File: config.mk
export PLATFORM = sky130hd
export DESIGN_NAME = usr_transfer_sequencer_flat
export DESIGN_NICKNAME = d
export VERILOG_FILES = /design/src/rtl/usr_transfer_sequencer_if.sv /design/src/rtl/usr_transfer_sequencer.sv /design/src/flat_wrapper.sv
export SDC_FILE = /design/constraint.sdc
export NUM_CORES = 1
export LEC_CHECK = 0
export CAP_MARGIN = 20
export CELL_PAD_IN_SITES_DETAIL_PLACEMENT = 0
export CELL_PAD_IN_SITES_GLOBAL_PLACEMENT = 1
export CORE_MARGIN = 10
export CORE_UTILIZATION = 33
export CTS_CLUSTER_SIZE = 25
export DETAILED_ROUTE_END_ITERATION = 10
export PLACE_DENSITY = 0.79
export SETUP_SLACK_MARGIN = 0.4
export SKIP_LAST_GASP = 1
export SLEW_MARGIN = 20
export SYNTH_ARGS = -nofsm -noshare
export SYNTH_HDL_FRONTEND = slang
export SYNTH_SLANG_ARGS = --single-unit
export TNS_END_PERCENT = 5
File: constraint.sdc
create_clock -name clk -period 2.6 [get_ports clk]
set_clock_uncertainty 0.2 [all_clocks]
set_input_delay 0.52 -clock clk [delete_from_list [all_inputs] [get_ports clk]]
set_output_delay 0.52 -clock clk [all_outputs]
set_load 0.01 [all_outputs]
File: src/rtl/usr_transfer_sequencer_if.sv
// rtl/usr_transfer_sequencer_if.sv - command/response and USR drive signal bundle
//
// Purpose: groups the command port, the response port and the USR drive/return
//          signals of usr_transfer_sequencer into one interface.
// Modports:
//   slave  - the sequencer: takes commands, returns responses, drives the USR
//   master - the environment: host issuing commands plus the USR instance
interface usr_transfer_sequencer_if #(
  parameter int SHIFT_LEN = 4
);
  logic                 cmd_valid;
  logic                 cmd_ready;
  logic [2:0]           cmd_mode;
  logic [3:0]           cmd_data;
  logic [SHIFT_LEN-1:0] cmd_sin;

  logic                 rsp_valid;
  logic                 rsp_ready;
  logic [3:0]           rsp_data;
  logic [SHIFT_LEN-1:0] rsp_serial;
  logic                 rsp_err;

  logic                 usr_load;
  logic [2:0]           usr_shift_mode;
  logic [3:0]           usr_din;
  logic                 usr_sin;
  logic [3:0]           usr_dout;
  logic                 usr_sout;

  modport slave (
    input  cmd_valid, cmd_mode, cmd_data, cmd_sin, rsp_ready, usr_dout, usr_sout,
    output cmd_ready, rsp_valid, rsp_data, rsp_serial, rsp_err,
           usr_load, usr_shift_mode, usr_din, usr_sin
  );

  modport master (
    output cmd_valid, cmd_mode, cmd_data, cmd_sin, rsp_ready, usr_dout, usr_sout,
    input  cmd_ready, rsp_valid, rsp_data, rsp_serial, rsp_err,
           usr_load, usr_shift_mode, usr_din, usr_sin
  );
endinterface

File: src/rtl/usr_transfer_sequencer.sv
// rtl/usr_transfer_sequencer.sv - command-driven sequencer for one 4-bit universal shift register
//
// Purpose: accepts a transfer command (mode, parallel word, serial-in bits), runs the USR
//          through LOAD, SHIFT_LEN shift cycles and DRAIN, and returns parallel and serial
//          results on a valid/ready response port. Mode 3'b111 is answered with rsp_err.
// Ports:
//   clk   - clock, rising edge
//   reset - synchronous, active-high (the USR shares it)
//   bus   - usr_transfer_sequencer_if.slave: cmd_*, rsp_*, usr_* signals
// Optional feature (macro USR_SEQ_CMD_BUF_EN): 1-entry command buffer so a new command
//   can be accepted while a transfer is in flight; cmd_ready = !buf_full.
module usr_transfer_sequencer #(
  parameter int SHIFT_LEN = 4
) (
  input  logic                    clk,
  input  logic                    reset,
  usr_transfer_sequencer_if.slave bus
);
  localparam logic [2:0] S_IDLE  = 3'd0;
  localparam logic [2:0] S_LOAD  = 3'd1;
  localparam logic [2:0] S_SHIFT = 3'd2;
  localparam logic [2:0] S_DRAIN = 3'd3;
  localparam logic [2:0] S_RESP  = 3'd4;

  localparam logic [2:0] MODE_PIPO = 3'b000;
  localparam logic [2:0] MODE_RSVD = 3'b111;

  logic [2:0]           state;
  logic [2:0]           mode_q;
  logic [3:0]           data_q;
  logic [SHIFT_LEN-1:0] sin_buf;
  logic [3:0]           cnt;
  logic                 rsp_valid_q;
  logic [3:0]           rsp_data_q;
  logic [SHIFT_LEN-1:0] rsp_serial_q;
  logic                 rsp_err_q;

  logic                 cmd_ready_w;
  logic                 accept;
  logic                 rsp_hs;
  logic                 start;
  logic [2:0]           start_mode;
  logic [3:0]           start_data;
  logic [SHIFT_LEN-1:0] start_sin;

  assign accept = bus.cmd_valid && cmd_ready_w;
  assign rsp_hs = (state == S_RESP) && bus.rsp_ready;

`ifdef USR_SEQ_CMD_BUF_EN
  logic                 buf_full;
  logic [2:0]           buf_mode;
  logic [3:0]           buf_data;
  logic [SHIFT_LEN-1:0] buf_sin;
  logic                 take_input;

  assign cmd_ready_w = !buf_full;
  // The buffer is always empty in IDLE, so an incoming command starts directly there or
  // when it arrives exactly on a response handshake with nothing queued.
  assign take_input  = accept && ((state == S_IDLE) || (rsp_hs && !buf_full));

  always_comb begin
    start      = take_input;
    start_mode = bus.cmd_mode;
    start_data = bus.cmd_data;
    start_sin  = bus.cmd_sin;
    if (rsp_hs && buf_full) begin
      start      = 1'b1;
      start_mode = buf_mode;
      start_data = buf_data;
      start_sin  = buf_sin;
    end
  end

  always_ff @(posedge clk) begin
    if (reset) begin
      buf_full <= 1'b0;
      buf_mode <= 3'b000;
      buf_data <= 4'b0000;
      buf_sin  <= '0;
    end else begin
      if (rsp_hs && buf_full) begin
        buf_full <= 1'b0;
      end
      // A new command parked in the same cycle as a dequeue keeps the buffer full.
      if (accept && !take_input) begin
        buf_full <= 1'b1;
        buf_mode <= bus.cmd_mode;
        buf_data <= bus.cmd_data;
        buf_sin  <= bus.cmd_sin;
      end
    end
  end
`else
  assign cmd_ready_w = (state == S_IDLE);

  always_comb begin
    start      = accept;
    start_mode = bus.cmd_mode;
    start_data = bus.cmd_data;
    start_sin  = bus.cmd_sin;
  end
`endif

  always_ff @(posedge clk) begin
    if (reset) begin
      state        <= S_IDLE;
      mode_q       <= 3'b000;
      data_q       <= 4'b0000;
      sin_buf      <= '0;
      cnt          <= 4'd0;
      rsp_valid_q  <= 1'b0;
      rsp_data_q   <= 4'b0000;
      rsp_serial_q <= '0;
      rsp_err_q    <= 1'b0;
    end else begin
      case (state)
        S_IDLE: ;
        S_LOAD: begin
          cnt   <= 4'd0;
          state <= (mode_q == MODE_PIPO) ? S_DRAIN : S_SHIFT;
        end
        S_SHIFT: begin
          sin_buf <= sin_buf >> 1;
          // usr_sout is registered, so the bit shifted out in cycle k shows up in cycle k+1.
          for (int k = 0; k < SHIFT_LEN - 1; k++) begin
            if (cnt == 4'(k + 1)) rsp_serial_q[k] <= bus.usr_sout;
          end
          if (cnt == 4'(SHIFT_LEN - 1)) state <= S_DRAIN;
          else                          cnt   <= cnt + 4'd1;
        end
        S_DRAIN: begin
          rsp_serial_q[SHIFT_LEN-1] <= bus.usr_sout;
          rsp_data_q                <= bus.usr_dout;
          rsp_valid_q               <= 1'b1;
          state                     <= S_RESP;
        end
        S_RESP: begin
          if (bus.rsp_ready) begin
            rsp_valid_q <= 1'b0;
            state       <= S_IDLE;
          end
        end
        default: state <= S_IDLE;
      endcase

      if (start) begin
        mode_q       <= start_mode;
        data_q       <= start_data;
        sin_buf      <= start_sin;
        rsp_data_q   <= 4'b0000;
        rsp_serial_q <= '0;
        if (start_mode == MODE_RSVD) begin
          rsp_err_q   <= 1'b1;
          rsp_valid_q <= 1'b1;
          state       <= S_RESP;
        end else begin
          rsp_err_q   <= 1'b0;
          rsp_valid_q <= 1'b0;
          state       <= S_LOAD;
        end
      end
    end
  end

  // Outside LOAD/SHIFT the USR is held by feeding its own output back in mode 000.
  always_comb begin
    bus.usr_load       = 1'b0;
    bus.usr_shift_mode = 3'b000;
    bus.usr_din        = bus.usr_dout;
    bus.usr_sin        = 1'b0;
    case (state)
      S_LOAD: begin
        bus.usr_load = 1'b1;
        bus.usr_din  = data_q;
      end
      S_SHIFT: begin
        bus.usr_shift_mode = mode_q;
        bus.usr_sin        = sin_buf[0];
      end
      default: ;
    endcase
  end

  assign bus.cmd_ready  = cmd_ready_w;
  assign bus.rsp_valid  = rsp_valid_q;
  assign bus.rsp_data   = rsp_data_q;
  assign bus.rsp_serial = rsp_serial_q;
  assign bus.rsp_err    = rsp_err_q;
endmodule

File: src/flat_wrapper.sv
// flat-port wrapper written by rule: the top's interface ports become plain ports
module usr_transfer_sequencer_flat 
#(
  parameter int SHIFT_LEN = 4
)
  (clk, reset, bus_cmd_valid, bus_cmd_mode, bus_cmd_data, bus_cmd_sin, bus_rsp_ready, bus_usr_dout, bus_usr_sout, bus_cmd_ready, bus_rsp_valid, bus_rsp_data, bus_rsp_serial, bus_rsp_err, bus_usr_load, bus_usr_shift_mode, bus_usr_din, bus_usr_sin);
  usr_transfer_sequencer_if #(.SHIFT_LEN(SHIFT_LEN)) bus_i ();
  input  logic clk;
  input  logic reset;
  input wire logic [$bits(bus_i.cmd_valid)-1:0] bus_cmd_valid;
  input wire logic [$bits(bus_i.cmd_mode)-1:0] bus_cmd_mode;
  input wire logic [$bits(bus_i.cmd_data)-1:0] bus_cmd_data;
  input wire logic [$bits(bus_i.cmd_sin)-1:0] bus_cmd_sin;
  input wire logic [$bits(bus_i.rsp_ready)-1:0] bus_rsp_ready;
  input wire logic [$bits(bus_i.usr_dout)-1:0] bus_usr_dout;
  input wire logic [$bits(bus_i.usr_sout)-1:0] bus_usr_sout;
  output wire logic [$bits(bus_i.cmd_ready)-1:0] bus_cmd_ready;
  output wire logic [$bits(bus_i.rsp_valid)-1:0] bus_rsp_valid;
  output wire logic [$bits(bus_i.rsp_data)-1:0] bus_rsp_data;
  output wire logic [$bits(bus_i.rsp_serial)-1:0] bus_rsp_serial;
  output wire logic [$bits(bus_i.rsp_err)-1:0] bus_rsp_err;
  output wire logic [$bits(bus_i.usr_load)-1:0] bus_usr_load;
  output wire logic [$bits(bus_i.usr_shift_mode)-1:0] bus_usr_shift_mode;
  output wire logic [$bits(bus_i.usr_din)-1:0] bus_usr_din;
  output wire logic [$bits(bus_i.usr_sin)-1:0] bus_usr_sin;
  assign bus_i.cmd_valid = bus_cmd_valid;
  assign bus_i.cmd_mode = bus_cmd_mode;
  assign bus_i.cmd_data = bus_cmd_data;
  assign bus_i.cmd_sin = bus_cmd_sin;
  assign bus_i.rsp_ready = bus_rsp_ready;
  assign bus_i.usr_dout = bus_usr_dout;
  assign bus_i.usr_sout = bus_usr_sout;
  assign bus_cmd_ready = bus_i.cmd_ready;
  assign bus_rsp_valid = bus_i.rsp_valid;
  assign bus_rsp_data = bus_i.rsp_data;
  assign bus_rsp_serial = bus_i.rsp_serial;
  assign bus_rsp_err = bus_i.rsp_err;
  assign bus_usr_load = bus_i.usr_load;
  assign bus_usr_shift_mode = bus_i.usr_shift_mode;
  assign bus_usr_din = bus_i.usr_din;
  assign bus_usr_sin = bus_i.usr_sin;
  usr_transfer_sequencer #(.SHIFT_LEN(SHIFT_LEN)) u_core (.clk(clk), .reset(reset), .bus(bus_i));
endmodule
==> impl_metrics.env, run 1 <==
export IMPL_status="finished, final reports clean"
export IMPL_antenna_cells_inserted=0
export IMPL_cts_root_buffer_cell="sky130_fd_sc_hd__clkbuf_8"
export IMPL_drc_errors=0
export IMPL_global_route_usage_met1_pct=12.13
export IMPL_max_cap_violations=0
export IMPL_worstMarginPinSlew_ns=0.5945
export IMPL_cts_bufs_inserted=3
export IMPL_timing_worst_setup_path_type="reg2out"
export IMPL_crit_path_max_fanout=3
export IMPL_gp_congestion=0.8738
export IMPL_initial_utilization_pct=34.96
export IMPL_mappedNetlistNets=174
export IMPL_design_final_nets=223
export IMPL_worst_path_largest_cell_delay_ns=0.42
export IMPL_hold_viol=0
export IMPL_share_seq_of_total_power_pct=39.6
export IMPL_final_max_slew_viol_count=0
export IMPL_worstHoldPathType="reg2reg"
export IMPL_grt_max_degree=18
export IMPL_unrepaired_setup_endpoints_after_global_routing="true"
export IMPL_area_delta_synth_final_pct=43.79
export IMPL_power_static_leakage_nw=0.7794
export IMPL_postSynthAreaPerCell_sq_um=8.667
export IMPL_drt_iter0_drc=50
export IMPL_grt_overflow_total=0
export IMPL_netSwitchingFraction_pct=32.84
export IMPL_worstReg2RegStart="u_core.cnt[0]"
export IMPL_drtAntennaViolNets=0
export IMPL_grt_use_met3_pct=2.637
export IMPL_setup_tns_ns=0
export IMPL_fillers=368
export IMPL_critical_path_arrival_ns=1.55
export IMPL_grt_first_pass_wirelength_microns=6051
export IMPL_wl_microns=3789
export IMPL_dieArea_sq_um=6885
export IMPL_setup_viol=0
export IMPL_critical_path_endpoint_type="primary output"
export IMPL_max_clock_freq_mhz=440.4
export IMPL_fp_row_count=22
export IMPL_holdBufCountCts=0
export IMPL_cts_reportedPaths_clkPinSlew_ns=0.09
export IMPL_crit_path_top_delay_cell="sky130_fd_sc_hd__or3b_4"
export IMPL_drive_above_1_share_pct=18.59
export IMPL_cts_sinks=28
export IMPL_postLayoutCellArea_sq_um=1882
export IMPL_final_min_period_over_clock_period_pct=87.33
export IMPL_post_drt_via_cell_ratio=4.980
export IMPL_final_critical_path_time_including_i_o_delays_and_setup_ns=2.271
export IMPL_switching_power_mw=0.4280
export IMPL_initial_antenna_violation_count=0
export IMPL_grt_met2_usage_pct=17.04
export IMPL_timing_critical_path_from="u_core.state[1]"
export IMPL_max_vdd_ir_drop_mv=0.3061
export IMPL_post_route_worst_setup_slack_ns=0.3294
export IMPL_post_synthesis_register_bit_count=28
export IMPL_worst_slew_margin_rel_pct=60.28
export IMPL_seq_area_frac_synth_pct=42.83
export IMPL_synthCells=151
export IMPL_detail_route_wl_per_cell_microns=15.34
export IMPL_firstDrtPassIters=4
export IMPL_netlist_area_sq_um=1309
export IMPL_fp_coreArea_sq_um=3744
export IMPL_clock_tree_htree_level_count=1
export IMPL_grt_busiest_layer="met2"
export IMPL_grt_pass1_vias=1233
export IMPL_number_of_flops_mapped_to_enable_cells_by_yosys=0
export IMPL_cells_along_the_critical_path="or3b_4 > buf_6 > mux2_2 > buf_2"
export IMPL_comb_power_share_pct=39.9
export IMPL_portBuffers=39
export IMPL_die_width_microns=82.98
export IMPL_synthArstFlopShare_pct=0
export IMPL_required_ns=1.88
export IMPL_tritoncts_clock_tree="done"
export IMPL_synth_distinct_cells=34
export IMPL_placement_cell_area_sq_um=1788
export IMPL_min_from="u_core.bus.rsp_err"
export IMPL_later_pin_clock_latency_in_the_skew_report_ns=0.27
export IMPL_global_route_usage_total_pct=10.21
export IMPL_ctsLongestPathBuffers=2
export IMPL_powerDensity_nw_per_um2=692.5
export IMPL_dieHeight_microns=82.98
export IMPL_power_internal_mw=0.8752
export IMPL_part_of_the_power_in_the_clock_network_pct=20.5
export IMPL_yosys_warning_total=0
export IMPL_synth_flop_cell="sky130_fd_sc_hd__dfxtp_1"
export IMPL_dp_worst_setup_slack_ns=0.1547
export IMPL_num_io_pins=40
export IMPL_dpl_hpwl_microns=2768
export IMPL_setup_worst_path_start_class="flop"
export IMPL_vias=1230
## power by group through the flow
stage	Combinational (mW)	Sequential, mW	Clock, mW
after global placement	0.476	0.520	0
after floorplan	0.293	0.514	0
after CTS	0.492	0.513	0.273
after global routing	0.567	0.523	0.291
final	0.520	0.516	0.267
after detailed placement	0.485	0.522	0
## synthesized netlist by cell type, drive strengths merged, types with 2 or more instances
| cell type | count | area, sq um |
|---|---|---|
| a21oi | 13 | 65.06 |
| dfxtp | 28 | 560.5 |
| a31oi | 2 | 12.51 |
| buf | 9 | 52.55 |
| a22oi | 2 | 15.01 |
| mux2 | 4 | 45.04 |
| clkbuf | 2 | 7.510 |
| or3 | 3 | 18.77 |
| a211oi | 4 | 30.03 |
| nor3b | 3 | 22.52 |
| nor3 | 3 | 15.01 |
| inv | 6 | 22.52 |
| and2 | 4 | 25.02 |
| nand3 | 10 | 50.05 |
| or3b | 2 | 20.02 |
| o21ai | 6 | 30.03 |
| mux2i | 9 | 90.09 |
| nor2 | 6 | 22.52 |
| o211ai | 2 | 15.01 |
| ha | 3 | 37.54 |
| nand2 | 21 | 78.83 |
## sequential cells by signal (all words and copies together), names as in the netlist
name	flops
u_core.bus.rsp_data	4
u_core.bus.rsp_err	1
u_core.bus.rsp_serial	4
u_core.bus.rsp_valid	1
u_core.cnt	4
u_core.data_q	4
u_core.mode_q	3
u_core.sin_buf	4
u_core.state	3
## path summary, 6_finish.rpt
path,endpoint,slack (ns),cells past startpoint
hold / removal,u_core.bus.rsp_err,0.27,2
setup / recovery,bus_usr_din[0],0.33,4
setup reg to reg,u_core.state[2],0.65,4
hold reg to reg,u_core.bus.rsp_err,0.27,2
## repair_timing
action	in CTS	in global routing
buffers inserted	4	1
hold endpoints to repair	0	0
pin swaps	1	1
setup endpoints to repair	10	9
gates resized for setup	27	10
## per-layer routing
metal  up-vias  part of all wire [%]
met5         -                     0
met3         2                   4.8
met2        27                    50
met4         0                   1.2
met1       578                    43
li1        623                     -
## cells in the final DEF, fill, tap and decap left out, types with 3 or more instances in the layout
master and count:
sky130_fd_sc_hd__mux2_2 4, sky130_fd_sc_hd__nand2_1 21, sky130_fd_sc_hd__or3_1 3, sky130_fd_sc_hd__clkbuf_8 4
sky130_fd_sc_hd__o21ai_0 6, sky130_fd_sc_hd__nand3_1 10, sky130_fd_sc_hd__ha_1 3, sky130_fd_sc_hd__buf_6 5
sky130_fd_sc_hd__and2_1 4, sky130_fd_sc_hd__inv_1 5, sky130_fd_sc_hd__a21oi_1 13, sky130_fd_sc_hd__clkdlybuf4s50_1 29
sky130_fd_sc_hd__a211oi_1 4, sky130_fd_sc_hd__dfxtp_1 26, sky130_fd_sc_hd__nor2_1 6, sky130_fd_sc_hd__dlygate4sd2_1 4
sky130_fd_sc_hd__buf_4 14, sky130_fd_sc_hd__buf_2 3, sky130_fd_sc_hd__mux2i_1 9, sky130_fd_sc_hd__nor3_1 3
## per-stage QoR
step                      hold WS, ns  instances  power [mW]  utilization [%]
final                          0.2669        247       1.303            50.27
after global placement         0.2455        238      0.9966            47.76
after global routing           0.2907        247       1.381            50.27
after CTS                      0.2659        246       1.278            49.50
after detailed placement       0.2530        238       1.007            47.76
after floorplan                0.2329        151      0.8066                -
## worst max-delay path, delay by kind of cell (launching register included)
kind | cells | cell delay, ns
multiplexers | 1 | 0.26
flip-flops | 1 | 0.34
AND/OR/NAND/NOR | 1 | 0.42
buffers and inverters | 2 | 0.27
## kinds of logic after synthesis
logic type	synth area share, %
simple gates	22.95
compound gates	14.05
flops	42.83
buf+inv	6.310
mux	10.33
fa+ha+maj	2.868
xor+xnor	0.6693
## final cells by class
cell class / instances / area [sq um] / share of cell area (%)
Inverter: 6 / 22.52 / 1.197
Sequential cell: 28 / 563.0 / 29.92
Multi-Input combinational cell: 106 / 679.4 / 36.10
Timing Repair Buffer: 55 / 501.7 / 26.66
Tap cell: 48 / 60.06 / 3.191
Clock buffer: 4 / 55.05 / 2.926
Power figures use the tool's default switching activity.
==> inputs of run 2 (changes only) <==
Settings changed: CORE_UTILIZATION 33 to 36, CTS_CLUSTER_SIZE 25 to unset, PLACE_DENSITY 0.79 to 0.85.
Clock period 2.6 ns to 2.8 ns, I/O delays scaled along.
==> impl_metrics.env, run 2 (synthesis gave the netlist of run 1 again) <==
export IMPL_cts_root_buffer_cell="sky130_fd_sc_hd__clkbuf_4"
export IMPL_dieArea_sq_um=6447
export IMPL_die_width_microns=80.30
export IMPL_grt_pass1_vias=1151
export IMPL_cts_reportedPaths_clkPinSlew_ns=0.16
export IMPL_final_instance_count_excl_fill=242
export IMPL_required_ns=2.04
export IMPL_later_pin_clock_latency_in_the_skew_report_ns=0.34
export IMPL_whs_ns=0.2710
export IMPL_gp_congestion=0.8637
export IMPL_power_internal_mw=0.8123
export IMPL_worstHoldPathType="reg2reg"
export IMPL_share_seq_of_total_power_pct=39.9
export IMPL_cts_sinks=28
export IMPL_cts_bufs_inserted=3
export IMPL_tritoncts_clock_tree="done"
export IMPL_min_from="u_core.data_q[0]"
export IMPL_min_to="u_core.data_q[0]"
export IMPL_max_cap_violations=0
export IMPL_setup_worst_path_start_class="flop"
export IMPL_critical_path_arrival_ns=1.91
export IMPL_final_critical_path_time_including_i_o_delays_and_setup_ns=2.670
export IMPL_grt_max_degree=19
export IMPL_fp_row_count=21
export IMPL_sequential_cell_area_sq_um=560.5
export IMPL_antenna_cells_inserted=0
export IMPL_fillers=341
export IMPL_powerDensity_nw_per_um2=646.9
export IMPL_ctsLongestPathBuffers=2
export IMPL_area_delta_synth_final_pct=41.49
export IMPL_switching_power_mw=0.3856
export IMPL_finalPower_mw=1.198
export IMPL_worstMarginPinSlew_ns=0.5587
export IMPL_dieHeight_microns=80.30
export IMPL_grt_first_pass_wirelength_microns=5809
export IMPL_portBuffers=39
export IMPL_layout_common_cells="sky130_fd_sc_hd__clkdlybuf4s50_1 (32), sky130_fd_sc_hd__dfxtp_1 (28), sky130_fd_sc_hd__nand2_1 (21)"
export IMPL_comb_power_share_pct=37.3
export IMPL_setup_viol=0
export IMPL_place_inst=234
export IMPL_worstReg2RegStart="u_core.cnt[0]"
export IMPL_firstDrtPassIters=5
export IMPL_wl_microns=3600
export IMPL_worstReg2RegEnd="u_core.state[2]"
export IMPL_drtAntennaViolNets=0
export IMPL_fp_coreArea_sq_um=3416
export IMPL_netSwitchingFraction_pct=32.19
export IMPL_global_route_usage_total_pct=11.20
export IMPL_initial_antenna_violation_count=0
export IMPL_unrepaired_setup_endpoints_after_global_routing="true"
export IMPL_postLayoutCellArea_sq_um=1852
export IMPL_worst_slew_margin_rel_pct=62.67
export IMPL_timing_hold_worst_path_depth=2
export IMPL_max_vdd_ir_drop_mv=0.3638
export IMPL_drc_errors=0
export IMPL_dpl_hpwl_microns=2795
export IMPL_count_of_cells_along_the_worst_register_to_register_path=4
export IMPL_power_static_leakage_nw=0.7826
export IMPL_holdBufCountCts=0
export IMPL_initial_utilization_pct=38.32
export IMPL_status="finished, final reports clean"
export IMPL_final_max_slew_viol_count=0
export IMPL_part_of_the_power_in_the_clock_network_pct=22.8
export IMPL_num_io_pins=40
export IMPL_max_clock_freq_mhz=374.5
export IMPL_setup_tns_ns=0
export IMPL_placement_cell_area_sq_um=1770
export IMPL_timing_worst_setup_path_type="reg2out"
export IMPL_crit_path_max_fanout=4
export IMPL_multi_input_comb_area_sq_um=671.9
export IMPL_hold_viol=0
export IMPL_vias=1207
export IMPL_clock_tree_htree_level_count=1
export IMPL_detail_route_wl_per_cell_microns=14.88
export IMPL_ff2ff_setup_slack_ns=0.94
export IMPL_design_final_nets=220
export IMPL_most_common_library_cell_in_the_layout_ignoring_fill_and_taps="sky130_fd_sc_hd__clkdlybuf4s50_1"
export IMPL_drive_above_1_share_pct=11.73
export IMPL_critical_path_endpoint_type="primary output"
export IMPL_final_min_period_over_clock_period_pct=95.36
export IMPL_post_drt_via_cell_ratio=4.988
export IMPL_grt_overflow_total=0
export IMPL_drt_iter0_drc=66
[run 2: cell count changes in the layout (fill, tap and decap cells not counted), sizes merged]
cell	delta
dlygate4sd2	+1
clkdlybuf4s50	+3
bufinv	+1
buf	-9
clkbuf	-1
dlymetal6s2s	+2
[run 2: area by class of cell]
class / instances / share of cell area (%)
clock inverters: 1 / 1.622
clock buffers: 3 / 1.216
repair buffers: 52 / 26.28
flip-flops and latches: 28 / 30.27
inverters: 6 / 1.216
multi-input cells: 106 / 36.28
well taps: 46 / 3.108
[run 2: critical path, stage by stage (launching register included)]
cell and delay [ns]:
sky130_fd_sc_hd__dfxtp_1 0.37, sky130_fd_sc_hd__or3b_1 0.41, sky130_fd_sc_hd__inv_1 0.11, sky130_fd_sc_hd__buf_4 0.14, sky130_fd_sc_hd__clkdlybuf4s50_1 0.54
[run 2: power groups by stage]
stage	clock [mW]	combinational (mW)	sequential [mW]
finish	0.273	0.447	0.478
global route	0.297	0.490	0.486
CTS	0.277	0.436	0.478
detailed placement	0	0.437	0.487
global placement	0	0.430	0.484
floorplan	0	0.271	0.477
[run 2: timing repair]
action	CTS	global route
setup buffers	1	3
resized for setup	5	2
setup endpoints to repair	10	10
[run 2: worst max path at each step]
stage               slack (ns)  cells after the start            start                     to
floorplan                 0.54                      5  u_core.state[1]         bus_usr_din[3]
global placement          0.32                      3  bus_usr_dout[0]         bus_usr_din[0]
detailed placement        0.29                      3  bus_usr_dout[1]         bus_usr_din[1]
CTS                       0.13                      5  u_core.state[0]  bus_usr_shift_mode[2]
global route              0.05                      4  u_core.state[1]           bus_usr_load
finish                    0.13                      4  u_core.state[1]           bus_usr_load
[run 2: metal layers]
metal / global-route usage [%] / vias up / share of wire (%)
met4: 2.641 / 0 / 0.81
li1: - / 617 / -
met3: 3.675 / 4 / 4.8
met2: 18.14 / 25 / 49
met5: 0 / - / 0
met1: 13.95 / 561 / 46
[run 2: per-stage QoR]
stage               worst slack (ns)  utilization [%]
floorplan                     0.5414                -
global placement              0.3183            51.83
detailed placement            0.2905            51.83
CTS                           0.1326            53.41
global route                 0.05435            54.21
finish                        0.1299            54.21
==> inputs of run 3 (changes only) <==
Settings changed: ABC_AREA set to 1.
==> impl_metrics.env, run 3 <==
export IMPL_status="finished, final reports clean"
export IMPL_comb_power_share_pct=29.2
export IMPL_wl_microns=3534
export IMPL_synth_distinct_cells=27
export IMPL_seq_area_frac_synth_pct=38.13
export IMPL_ctsLongestPathBuffers=2
export IMPL_vias=1333
export IMPL_final_max_slew_viol_count=0
export IMPL_die_width_microns=83.91
export IMPL_final_min_period_over_clock_period_pct=88.20
export IMPL_firstDrtPassIters=4
export IMPL_power_static_leakage_nw=0.8060
export IMPL_clock_tree_htree_level_count=1
export IMPL_holdBufCountCts=0
export IMPL_netlist_area_sq_um=1470
export IMPL_crit_path_max_fanout=2
export IMPL_initial_utilization_pct=37.02
export IMPL_post_synth_top_area_fraction_pct=38.13
export IMPL_cts_root_buffer_cell="sky130_fd_sc_hd__clkbuf_8"
export IMPL_area_delta_synth_final_pct=35.83
export IMPL_unrepaired_setup_endpoints_after_global_routing="true"
export IMPL_dp_worst_setup_slack_ns=0.3128
export IMPL_setup_tns_ns=0
export IMPL_synthCells=197
export IMPL_yosys_warning_total=0
export IMPL_global_route_usage_total_pct=10.39
export IMPL_hold_viol=0
export IMPL_share_seq_of_total_power_pct=41.0
export IMPL_layout_common_cells="sky130_fd_sc_hd__clkdlybuf4s50_1 (37), sky130_fd_sc_hd__nand2_1 (31), sky130_fd_sc_hd__dfxtp_1 (27)"
export IMPL_worstMarginPinSlew_ns=0.3092
export IMPL_timing_worst_setup_path_type="in2out"
export IMPL_fp_row_count=23
export IMPL_powerDensity_nw_per_um2=542.7
export IMPL_postSynthAreaPerCell_sq_um=7.463
export IMPL_critical_path_endpoint_type="primary output"
export IMPL_dieHeight_microns=83.91
export IMPL_grt_overflow_total=0
export IMPL_initial_antenna_violation_count=0
export IMPL_switching_power_mw=0.3246
export IMPL_final_critical_path_time_including_i_o_delays_and_setup_ns=2.470
export IMPL_fp_coreArea_sq_um=3971
export IMPL_max_clock_freq_mhz=404.9
export IMPL_critical_path_arrival_ns=1.71
export IMPL_post_drt_via_cell_ratio=4.612
export IMPL_dpl_hpwl_microns=2646
export IMPL_drtAntennaViolNets=0
export IMPL_part_of_the_power_in_the_clock_network_pct=29.7
export IMPL_post_route_worst_setup_slack_ns=0.3303
export IMPL_drt_iter0_drc=45
export IMPL_grt_max_degree=23
export IMPL_worst_slew_margin_rel_pct=79.36
export IMPL_placement_cell_area_sq_um=1877
export IMPL_detail_route_wl_per_cell_microns=12.23
export IMPL_power_internal_mw=0.7592
export IMPL_required_ns=2.04
export IMPL_ys_top_cells_by_count="sky130_fd_sc_hd__nand2_1 (31), sky130_fd_sc_hd__dfxtp_1 (28), sky130_fd_sc_hd__nor2_1 (26)"
export IMPL_cts_reportedPaths_clkPinSlew_ns=0.10
export IMPL_synthArstFlopShare_pct=0
export IMPL_grt_pass1_vias=1330
export IMPL_yosys_cell_count_top_type="sky130_fd_sc_hd__nand2_1"
export IMPL_number_of_flops_mapped_to_enable_cells_by_yosys=0
export IMPL_postLayoutCellArea_sq_um=1997
export IMPL_post_synthesis_register_bit_count=28
export IMPL_gp_congestion=0.7746
export IMPL_dieArea_sq_um=7040
export IMPL_drive_above_1_share_pct=13.39
export IMPL_most_common_library_cell_in_the_layout_ignoring_fill_and_taps="sky130_fd_sc_hd__clkdlybuf4s50_1"
export IMPL_grt_first_pass_wirelength_microns=6320
export IMPL_mappedNetlistNets=220
export IMPL_setup_worst_path_start_class="input port"
export IMPL_max_cap_violations=0
export IMPL_cts_bufs_inserted=3
export IMPL_max_vdd_ir_drop_mv=0.3523
export IMPL_synth_top_cell_by_area="sky130_fd_sc_hd__dfxtp_1"
export IMPL_worstHoldPathType="reg2reg"
export IMPL_cts_sinks=28
export IMPL_design_final_nets=263
export IMPL_main_area_contributors_after_synthesis="sky130_fd_sc_hd__dfxtp_1 (38%), sky130_fd_sc_hd__nand2_1 (7.9%), sky130_fd_sc_hd__nor2_1 (6.6%)"
export IMPL_antenna_cells_inserted=0
export IMPL_tritoncts_clock_tree="done"
export IMPL_setup_viol=0
export IMPL_synth_flop_cell="sky130_fd_sc_hd__dfxtp_1"
export IMPL_netSwitchingFraction_pct=29.95
export IMPL_portBuffers=39
export IMPL_drc_errors=0
export IMPL_num_io_pins=40
export IMPL_later_pin_clock_latency_in_the_skew_report_ns=0.28
run 3: cell count changes in the layout (fill, tap and decap cells not counted), moves of 5 or more:
| cell | before | now |
|---|---|---|
| sky130_fd_sc_hd__a21oi_1 | 13 | 19 |
| sky130_fd_sc_hd__buf_4 | 13 | 7 |
| sky130_fd_sc_hd__clkdlybuf4s50_1 | 32 | 37 |
| sky130_fd_sc_hd__inv_1 | 6 | 24 |
| sky130_fd_sc_hd__mux2i_1 | 9 | 0 |
| sky130_fd_sc_hd__nand2_1 | 21 | 31 |
| sky130_fd_sc_hd__nand3_1 | 10 | 16 |
| sky130_fd_sc_hd__nand4_1 | 0 | 8 |
| sky130_fd_sc_hd__nor2_1 | 6 | 26 |
run 3: critical path: stages:
cell                              delay (ns)
sky130_fd_sc_hd__clkdlybuf4s50_1        0.48
sky130_fd_sc_hd__nand2_1                0.07
sky130_fd_sc_hd__o21ai_2                0.05
sky130_fd_sc_hd__clkdlybuf4s50_1        0.54
run 3: cells by family after synthesis:
group | after synthesis | synth area share (%)
buffers and inverters | 36 | 12.08
AOI/OAI and AO/OA | 35 | 13.19
adders and majority gates | 3 | 2.553
DFF | 28 | 38.13
and+or+nand+nor | 94 | 33.45
xor gates and xnor gates | 1 | 0.5959
run 3: what timing repair did:
action | CTS | global route
gates resized for setup | 6 | 2
buffers inserted | 2 | 2
setup endpoints to repair | 10 | 8
pin swaps | 0 | 1
gates cloned | 0 | 0
run 3: final timing paths:
path / start / to / slack, ns / cells past startpoint
max: bus_usr_dout[0] / bus_usr_din[0] / 0.33 / 4
min: u_core.sin_buf[1] / u_core.sin_buf[0] / 0.27 / 2
max reg2reg: u_core.state[0] / u_core.bus.rsp_serial[2] / 1.09 / 7
min reg2reg: u_core.sin_buf[1] / u_core.sin_buf[0] / 0.27 / 2
run 3: power by group through the flow:
stage / registers, mW / clock network, mW / logic [mW]
after detailed placement: 0.455 / 0 / 0.297
after CTS: 0.448 / 0.335 / 0.309
after global routing: 0.449 / 0.348 / 0.357
after global placement: 0.454 / 0 / 0.298
final: 0.444 / 0.322 / 0.317
after floorplan: 0.448 / 0 / 0.213
run 3: routing by layer:
layer	track usage [%]	share of wire, %	wire, microns
met4	2.588	0.68	24
met5	0	0	0
met1	12.56	47	1674
met2	16.03	44	1564
met3	4.980	7.6	270
run 3: through the flow:
stage	total power, mW	utilization, %	hold WS [ns]	std cells
final	1.084	50.28	0.2671	289
after global routing	1.154	50.28	0.2833	289
after CTS	1.091	49.78	0.2707	287
after detailed placement	0.7519	47.26	0.2560	281
after global placement	0.7520	47.26	0.2515	281
after floorplan	0.6618	-	0.2422	197
run 3: area by class of cell:
class	count	area, sq um
Timing Repair Buffer	47	455.4
Fill cell	420	1974
Inverter	27	106.4
Multi-Input combinational cell	133	737.0
Sequential cell	28	564.3
Tap cell	50	62.56
Clock inverter	1	30.03
Clock buffer	3	41.29
